$ cat config.mk
export PLATFORM = sky130hd
export DESIGN_NAME = seg_scan_decoder
export DESIGN_NICKNAME = d
export VERILOG_FILES = /design/src/rtl/seg_scan_decoder_pkg.sv /design/src/rtl/seg_scan_decoder_decode.sv /design/src/rtl/seg_scan_decoder.sv
export SDC_FILE = /design/constraint.sdc
export NUM_CORES = 1
export LEC_CHECK = 0
export BUFFER_PORTS_ARGS = -buffer_cell sky130_fd_sc_hd__buf_2
export CAP_MARGIN = 20
export CORE_MARGIN = 2
export CORE_UTILIZATION = 50
export CTS_CLUSTER_SIZE = 24
export DETAILED_ROUTE_END_ITERATION = 12
export GPL_ROUTABILITY_DRIVEN = 0
export PLACE_DENSITY_LB_ADDON = 0.2
export SLEW_MARGIN = 25
export SYNTH_ARGS = -nofsm -noshare
export SYNTH_HDL_FRONTEND = slang
export SYNTH_SLANG_ARGS = --single-unit
$ cat constraint.sdc
create_clock -name clk -period 3.9 [get_ports clk]
set_input_delay 0 -clock clk [delete_from_list [all_inputs] [get_ports clk]]
set_output_delay 0 -clock clk [all_outputs]
set_load 0.005 [all_outputs]
$ cat src/rtl/seg_scan_decoder_pkg.sv
// Shared constants and types for seven-segment bus decoding (active-low, bit7=a .. bit1=g, bit0=dp).
package seg_pkg;

  localparam int SEG_A_BIT  = 7;
  localparam int SEG_G_BIT  = 1;
  localparam int SEG_DP_BIT = 0;

  localparam logic [6:0] SEG_BLANK = 7'h7F;

  // a-g codes indexed by hex value, dp excluded
  localparam logic [15:0][6:0] SEG_CODES = {
    7'h38, 7'h30, 7'h42, 7'h31, 7'h60, 7'h08, 7'h04, 7'h00,
    7'h0F, 7'h20, 7'h24, 7'h4C, 7'h06, 7'h12, 7'h4F, 7'h01
  };

  typedef struct packed {
    logic       valid;
    logic       blank;
    logic [3:0] nibble;
  } seg_dec_t;

  typedef enum logic [1:0] {
    ST_IDLE,
    ST_SETTLE,
    ST_HOLD
  } seg_state_e;

endpackage

$ cat src/rtl/seg_scan_decoder_decode.sv
// Combinational a-g pattern to hex decode; reports blank or legal nibble, neither flag means undecodable.
module seg_pattern_decode
  import seg_pkg::*;
(
  input  logic [6:0] pattern_i,
  output seg_dec_t   result_o
);

  always_comb begin
    result_o = '0;
    if (pattern_i == SEG_BLANK) result_o.blank = 1'b1;
    for (int v = 0; v < 16; v++) begin
      if (pattern_i == SEG_CODES[v]) begin
        result_o.valid  = 1'b1;
        result_o.nibble = 4'(v);
      end
    end
  end

endmodule

$ cat src/rtl/seg_scan_decoder.sv
// Multiplexed 7-seg bus monitor: debounces each digit dwell, decodes it, flags complete frames.
// Commit lands STABLE_CYCLES+1 edges after the input settles; SEG_DP_CAPTURE_EN adds the dp_out port.
module seg_scan_decoder
  import seg_pkg::*;
#(
  parameter int NUM_DIGITS    = 8,
  parameter int STABLE_CYCLES = 4
) (
  input  logic                    clk,
  input  logic                    rst,
  input  logic                    en,
  input  logic [NUM_DIGITS-1:0]   digit_sel,
  input  logic [7:0]              seg_in,
  output logic [4*NUM_DIGITS-1:0] value_out,
  output logic [NUM_DIGITS-1:0]   digit_valid,
  output logic [NUM_DIGITS-1:0]   blank,
  output logic                    frame_done,
  output logic                    err
`ifdef SEG_DP_CAPTURE_EN
  ,
  output logic [NUM_DIGITS-1:0]   dp_out
`endif
);

  localparam int SW = NUM_DIGITS + 8;
  localparam int IW = (NUM_DIGITS > 1) ? $clog2(NUM_DIGITS) : 1;
  localparam int CW = $clog2(STABLE_CYCLES + 1);

  seg_state_e                  state_q, state_d;
  logic [SW-1:0]               s_q, s_prev_q;
  logic [CW-1:0]               cnt_q, cnt_d;
  logic [NUM_DIGITS-1:0]       mask_q, mask_d;
  logic [NUM_DIGITS-1:0][3:0]  value_q, value_d;
  logic [NUM_DIGITS-1:0]       valid_q, valid_d;
  logic [NUM_DIGITS-1:0]       blank_q, blank_d;
  logic                        err_q, err_d;
  logic                        frame_q, frame_d;
`ifdef SEG_DP_CAPTURE_EN
  logic [NUM_DIGITS-1:0]       dp_q, dp_d;
`endif

  logic [NUM_DIGITS-1:0] smp_sel;
  logic [7:0]            smp_seg;
  logic                  legal, changed, commit;
  logic [IW-1:0]         idx;
  seg_dec_t              dec;

  assign smp_sel = s_q[SW-1:8];
  assign smp_seg = s_q[7:0];
  assign legal   = ($countones(~smp_sel) == 1);
  assign changed = (s_q != s_prev_q);

  always_comb begin
    idx = '0;
    for (int i = 0; i < NUM_DIGITS; i++) begin
      if (!smp_sel[i]) idx = IW'(i);
    end
  end

  seg_pattern_decode u_decode (
    .pattern_i (smp_seg[SEG_A_BIT:SEG_G_BIT]),
    .result_o  (dec)
  );

  always_comb begin
    state_d = state_q;
    cnt_d   = cnt_q;
    mask_d  = mask_q;
    value_d = value_q;
    valid_d = valid_q;
    blank_d = blank_q;
    err_d   = 1'b0;
    frame_d = 1'b0;
    commit  = 1'b0;
`ifdef SEG_DP_CAPTURE_EN
    dp_d    = dp_q;
`endif

    if (!en) begin
      state_d = ST_IDLE;
      cnt_d   = '0;
      mask_d  = '0;
    end else begin
      // An illegal select behaves like a change that can never mature
      if (!legal)                                 cnt_d = '0;
      else if (changed)                           cnt_d = CW'(1);
      else if (cnt_q != CW'(STABLE_CYCLES))       cnt_d = cnt_q + CW'(1);

      case (state_q)
        ST_IDLE: begin
          state_d = ST_SETTLE;
          cnt_d   = '0;
        end
        ST_SETTLE: begin
          if (legal && !changed && cnt_q == CW'(STABLE_CYCLES)) begin
            commit  = 1'b1;
            state_d = ST_HOLD;
          end
        end
        ST_HOLD: begin
          if (!legal || changed) state_d = ST_SETTLE;
        end
        default: state_d = ST_IDLE;
      endcase
    end

    if (commit) begin
      if (dec.valid) begin
        value_d[idx] = dec.nibble;
        valid_d[idx] = 1'b1;
        blank_d[idx] = 1'b0;
      end else if (dec.blank) begin
        value_d[idx] = 4'h0;
        valid_d[idx] = 1'b0;
        blank_d[idx] = 1'b1;
      end else begin
        valid_d[idx] = 1'b0;
        blank_d[idx] = 1'b0;
        err_d        = 1'b1;
      end
`ifdef SEG_DP_CAPTURE_EN
      dp_d[idx] = ~smp_seg[SEG_DP_BIT];
`endif
      mask_d[idx] = 1'b1;
      if (&mask_d) begin
        frame_d = 1'b1;
        mask_d  = '0;
      end
    end
  end

  always_ff @(posedge clk) begin
    if (rst) begin
      state_q  <= ST_IDLE;
      s_q      <= '0;
      s_prev_q <= '0;
      cnt_q    <= '0;
      mask_q   <= '0;
      value_q  <= '0;
      valid_q  <= '0;
      blank_q  <= '1;
      err_q    <= 1'b0;
      frame_q  <= 1'b0;
`ifdef SEG_DP_CAPTURE_EN
      dp_q     <= '0;
`endif
    end else begin
      state_q  <= state_d;
      s_q      <= {digit_sel, seg_in};
      s_prev_q <= s_q;
      cnt_q    <= cnt_d;
      mask_q   <= mask_d;
      value_q  <= value_d;
      valid_q  <= valid_d;
      blank_q  <= blank_d;
      err_q    <= err_d;
      frame_q  <= frame_d;
`ifdef SEG_DP_CAPTURE_EN
      dp_q     <= dp_d;
`endif
    end
  end

  assign value_out   = value_q;
  assign digit_valid = valid_q;
  assign blank       = blank_q;
  assign err         = err_q;
  assign frame_done  = frame_q;
`ifdef SEG_DP_CAPTURE_EN
  assign dp_out      = dp_q;
`endif

endmodule

==> metrics.yaml <==
outcome: "finished, violations left"
failed_checks: "negative setup slack"
synthesis.nets: 490
wire_per_inst_um: 15.5
r2r-start: "s_q[8]"
async_flop_share_pct: 0
critPathKind: "flip-flop to flip-flop"
pre_cts_ws_ns: -0.0283
portBuffers: 68
critPathRequiredTime_ns: 4.20
power_frac_seq_pct: 53.3
setup_ws_ns: -0.0394
clk_latency_ns: 0.37
pwr-share-clk_pct: 35.6
yosys-top-cells-area: "dfxtp_1 46%, nand2_1 5.3%, a21oi_1 4.6%"
cts_sinks: 95
dr.pass1.iters: 5
drt_iter0_markers: 274
cap_violations: 0
root_buffer: "clkbuf_8"
nFillCells: 685
worst_setup_path_end_kind: "flip-flop"
drtAntennaViolNets: 0
yosysTopAreaCellShare_pct: 46.0
tightest_slew_ns: 0.970
intPower_w: 0.00139
finClkSkew_ns: 0.0128
yosys_warnings: 0
relSlewSlack_pct: 34.7
switching_share_pct: 27.4
leakage_nw: 1.92
finalCritPeriodShare_pct: 101
antenna_found_initial: 0
p_sw_w: 0.000523
syn_to_final_growth_pct: 22.6
drive_gt1_share_pct: 25.2
die-area_sq_um: 9020
htree_levels: 3
cts_buffers: 9
worstHoldStart: "rst"
post-dp-hpwl_um: 6910
seq_area_sq_um: 1910
synth_edf_count: 0
diodes: 0
worstHoldPathType: "primary input to flip-flop"
die_h_um: 95.0
setup.worst_path.start: "s_q[8]"
final_nets: 575
rsz0062_at_grt: "yes"
synth_largest_area_cell: "dfxtp_1"
grt_pass1_vias: 3421
avgSynthCellArea_sq_um: 8.96
grt_usage_pct: 23.6
start_kind: "flip-flop"
drc: 0
syn_area_sq_um: 4140
cts_tree: "done"
p_comb_share_pct: 11.1
dominantRegCellSynth: "dfxtp_1"
peakVddDrop_uv: 200
grt_pass1_wl_um: 16500
std_cell_rows: 33
post_drt_via_cell_ratio: 5.60
wirelength_um: 10200
power-per-cell-area_nw_per_um2: 377
multiInputGateArea_sq_um: 2090
core-area_sq_um: 8130
ys_top_cells_by_count: "95 x dfxtp_1, 58 x nand2_1, 38 x a21oi_1, 28 x nor2b_1, 26 x nor2_1"
crit_fanout: 9
cts.reportedPaths.clkPinSlew_ns: 0.10
arrival_ns: 4.24
yosysSeqAreaShare_pct: 46.0
ys_types: 54
grt_overflow_total: 0
hold_viol_final: 0
max_freq_mhz: 254
finalSetupViolCount: 7
syn-instance-count: 462
dp.cells: 622
start_util_pct: 50.9
die_w_um: 95.0
drv_slew: 0
instances_no_fill: 657
io_pins: 69
yosys.cell_count.top_type: "dfxtp_1"
ys_ff_latch: 95
timing.final.crit_period_ns: 3.94
cts_buffer_depth: 2
grt_max_degree: 57
num_vias: 3678
-- layout by cell type, fill, tap and decap left out, drive strengths merged, types with 2 or more instances in the layout --
cell type / instances
or4: 6
nor4bb: 2
nand2: 59
o22ai: 19
and2: 2
nand4b: 3
nor2: 26
a21oi: 39
a31oi: 2
nand4: 9
or2: 9
nand3b: 2
nor3b: 2
o21ai: 13
inv: 20
buf: 83
nand2b: 6
nor3: 12
xnor2: 18
and3b: 2
and3: 2
clkbuf: 9
fa: 4
o2bb2ai: 2
nor2b: 28
o32ai: 6
dfxtp: 95
a31o: 3
nor4: 8
dlygate4sd3: 17
o211ai: 5
a311oi: 3
or3: 4
nand3: 11
ha: 5
clkinvlp: 2
clkinv: 3
-- metal layers --
metal / track usage, % / wire [um]
met5: 0 / 0
met4: 7.25 / 137
met3: 4.71 / 512
met2: 38.4 / 4900
met1: 31.7 / 4610
-- area by class of cell --
class / instances / area share (%)
Clock buffer: 9 / 2.44
Clock inverter: 7 / 1.55
Inverter: 19 / 1.41
Multi-Input combinational cell: 322 / 41.3
Sequential cell: 95 / 37.6
Tap cell: 105 / 2.59
Timing Repair Buffer: 100 / 13.1
-- critical path: stages, from the launching register on --
cell and delay (ns):
dfxtp_2 0.36, inv_2 0.05, fa_1 0.54, fa_1 0.43, fa_1 0.50, ha_2 0.18, inv_2 0.04, fa_1 0.49
nand2_2 0.08, nor4_4 0.33, buf_12 0.18, buf_4 0.12, nand3_4 0.09, or2_2 0.35, a21oi_1 0.14
-- power by group through the flow --
stage / clock, W / combinational, W / sequential (W)
6_report: 0.000681 / 0.000211 / 0.00102
5_1_grt: 0.000732 / 0.000236 / 0.00102
4_1_cts: 0.000686 / 0.000201 / 0.00102
3_5_place_dp: 0 / 0.000186 / 0.00104
3_3_place_gp: 0 / 0.000181 / 0.00104
2_1_floorplan: 0 / 0.000157 / 0.00102
-- cells by family after synthesis --
logic type               synth area share [%]
AND/OR/NAND/NOR                          26.0
AO/OA/AOI/OAI                            15.3
flip-flops                               46.0
buffers and inverters                    5.14
XOR/XNOR                                 4.17
adder cells (fa/ha/maj)                  3.45
-- stage by stage --
| step | total power (W) | area, sq um | hold slack (ns) | TNS (ns) | utilization, % |
|---|---|---|---|---|---|
| 2_1_floorplan | 0.00118 | 4150 | 0.128 | -0.214 | - |
| 3_3_place_gp | 0.00122 | 4600 | 0.207 | 0 | 56.6 |
| 3_5_place_dp | 0.00123 | 4600 | 0.212 | -0.180 | 56.6 |
| 4_1_cts | 0.00190 | 4980 | 0.268 | -0.0577 | 61.3 |
| 5_1_grt | 0.00199 | 5070 | 0.102 | -4.10 | 62.4 |
| 6_report | 0.00191 | 5070 | 0.0975 | -0.142 | 62.4 |
-- path summary, 6_finish.rpt --
check                                 end  slack (ns)  cells after the start
worst max-delay path            flip-flop       -0.04                     14
worst min-delay path            flip-flop         0.1                      2
worst max register to register  flip-flop       -0.04                     14
worst min register to register  flip-flop        0.46                      2
-- what timing repair did --
item                                   CTS  global route
setup buffers                            0             1
setup endpoints to repair               15            52
hold buffers                            17             0
endpoints found under the hold margin   19             0
gates resized for setup                  4            11
(Power assumes the default switching activity.)
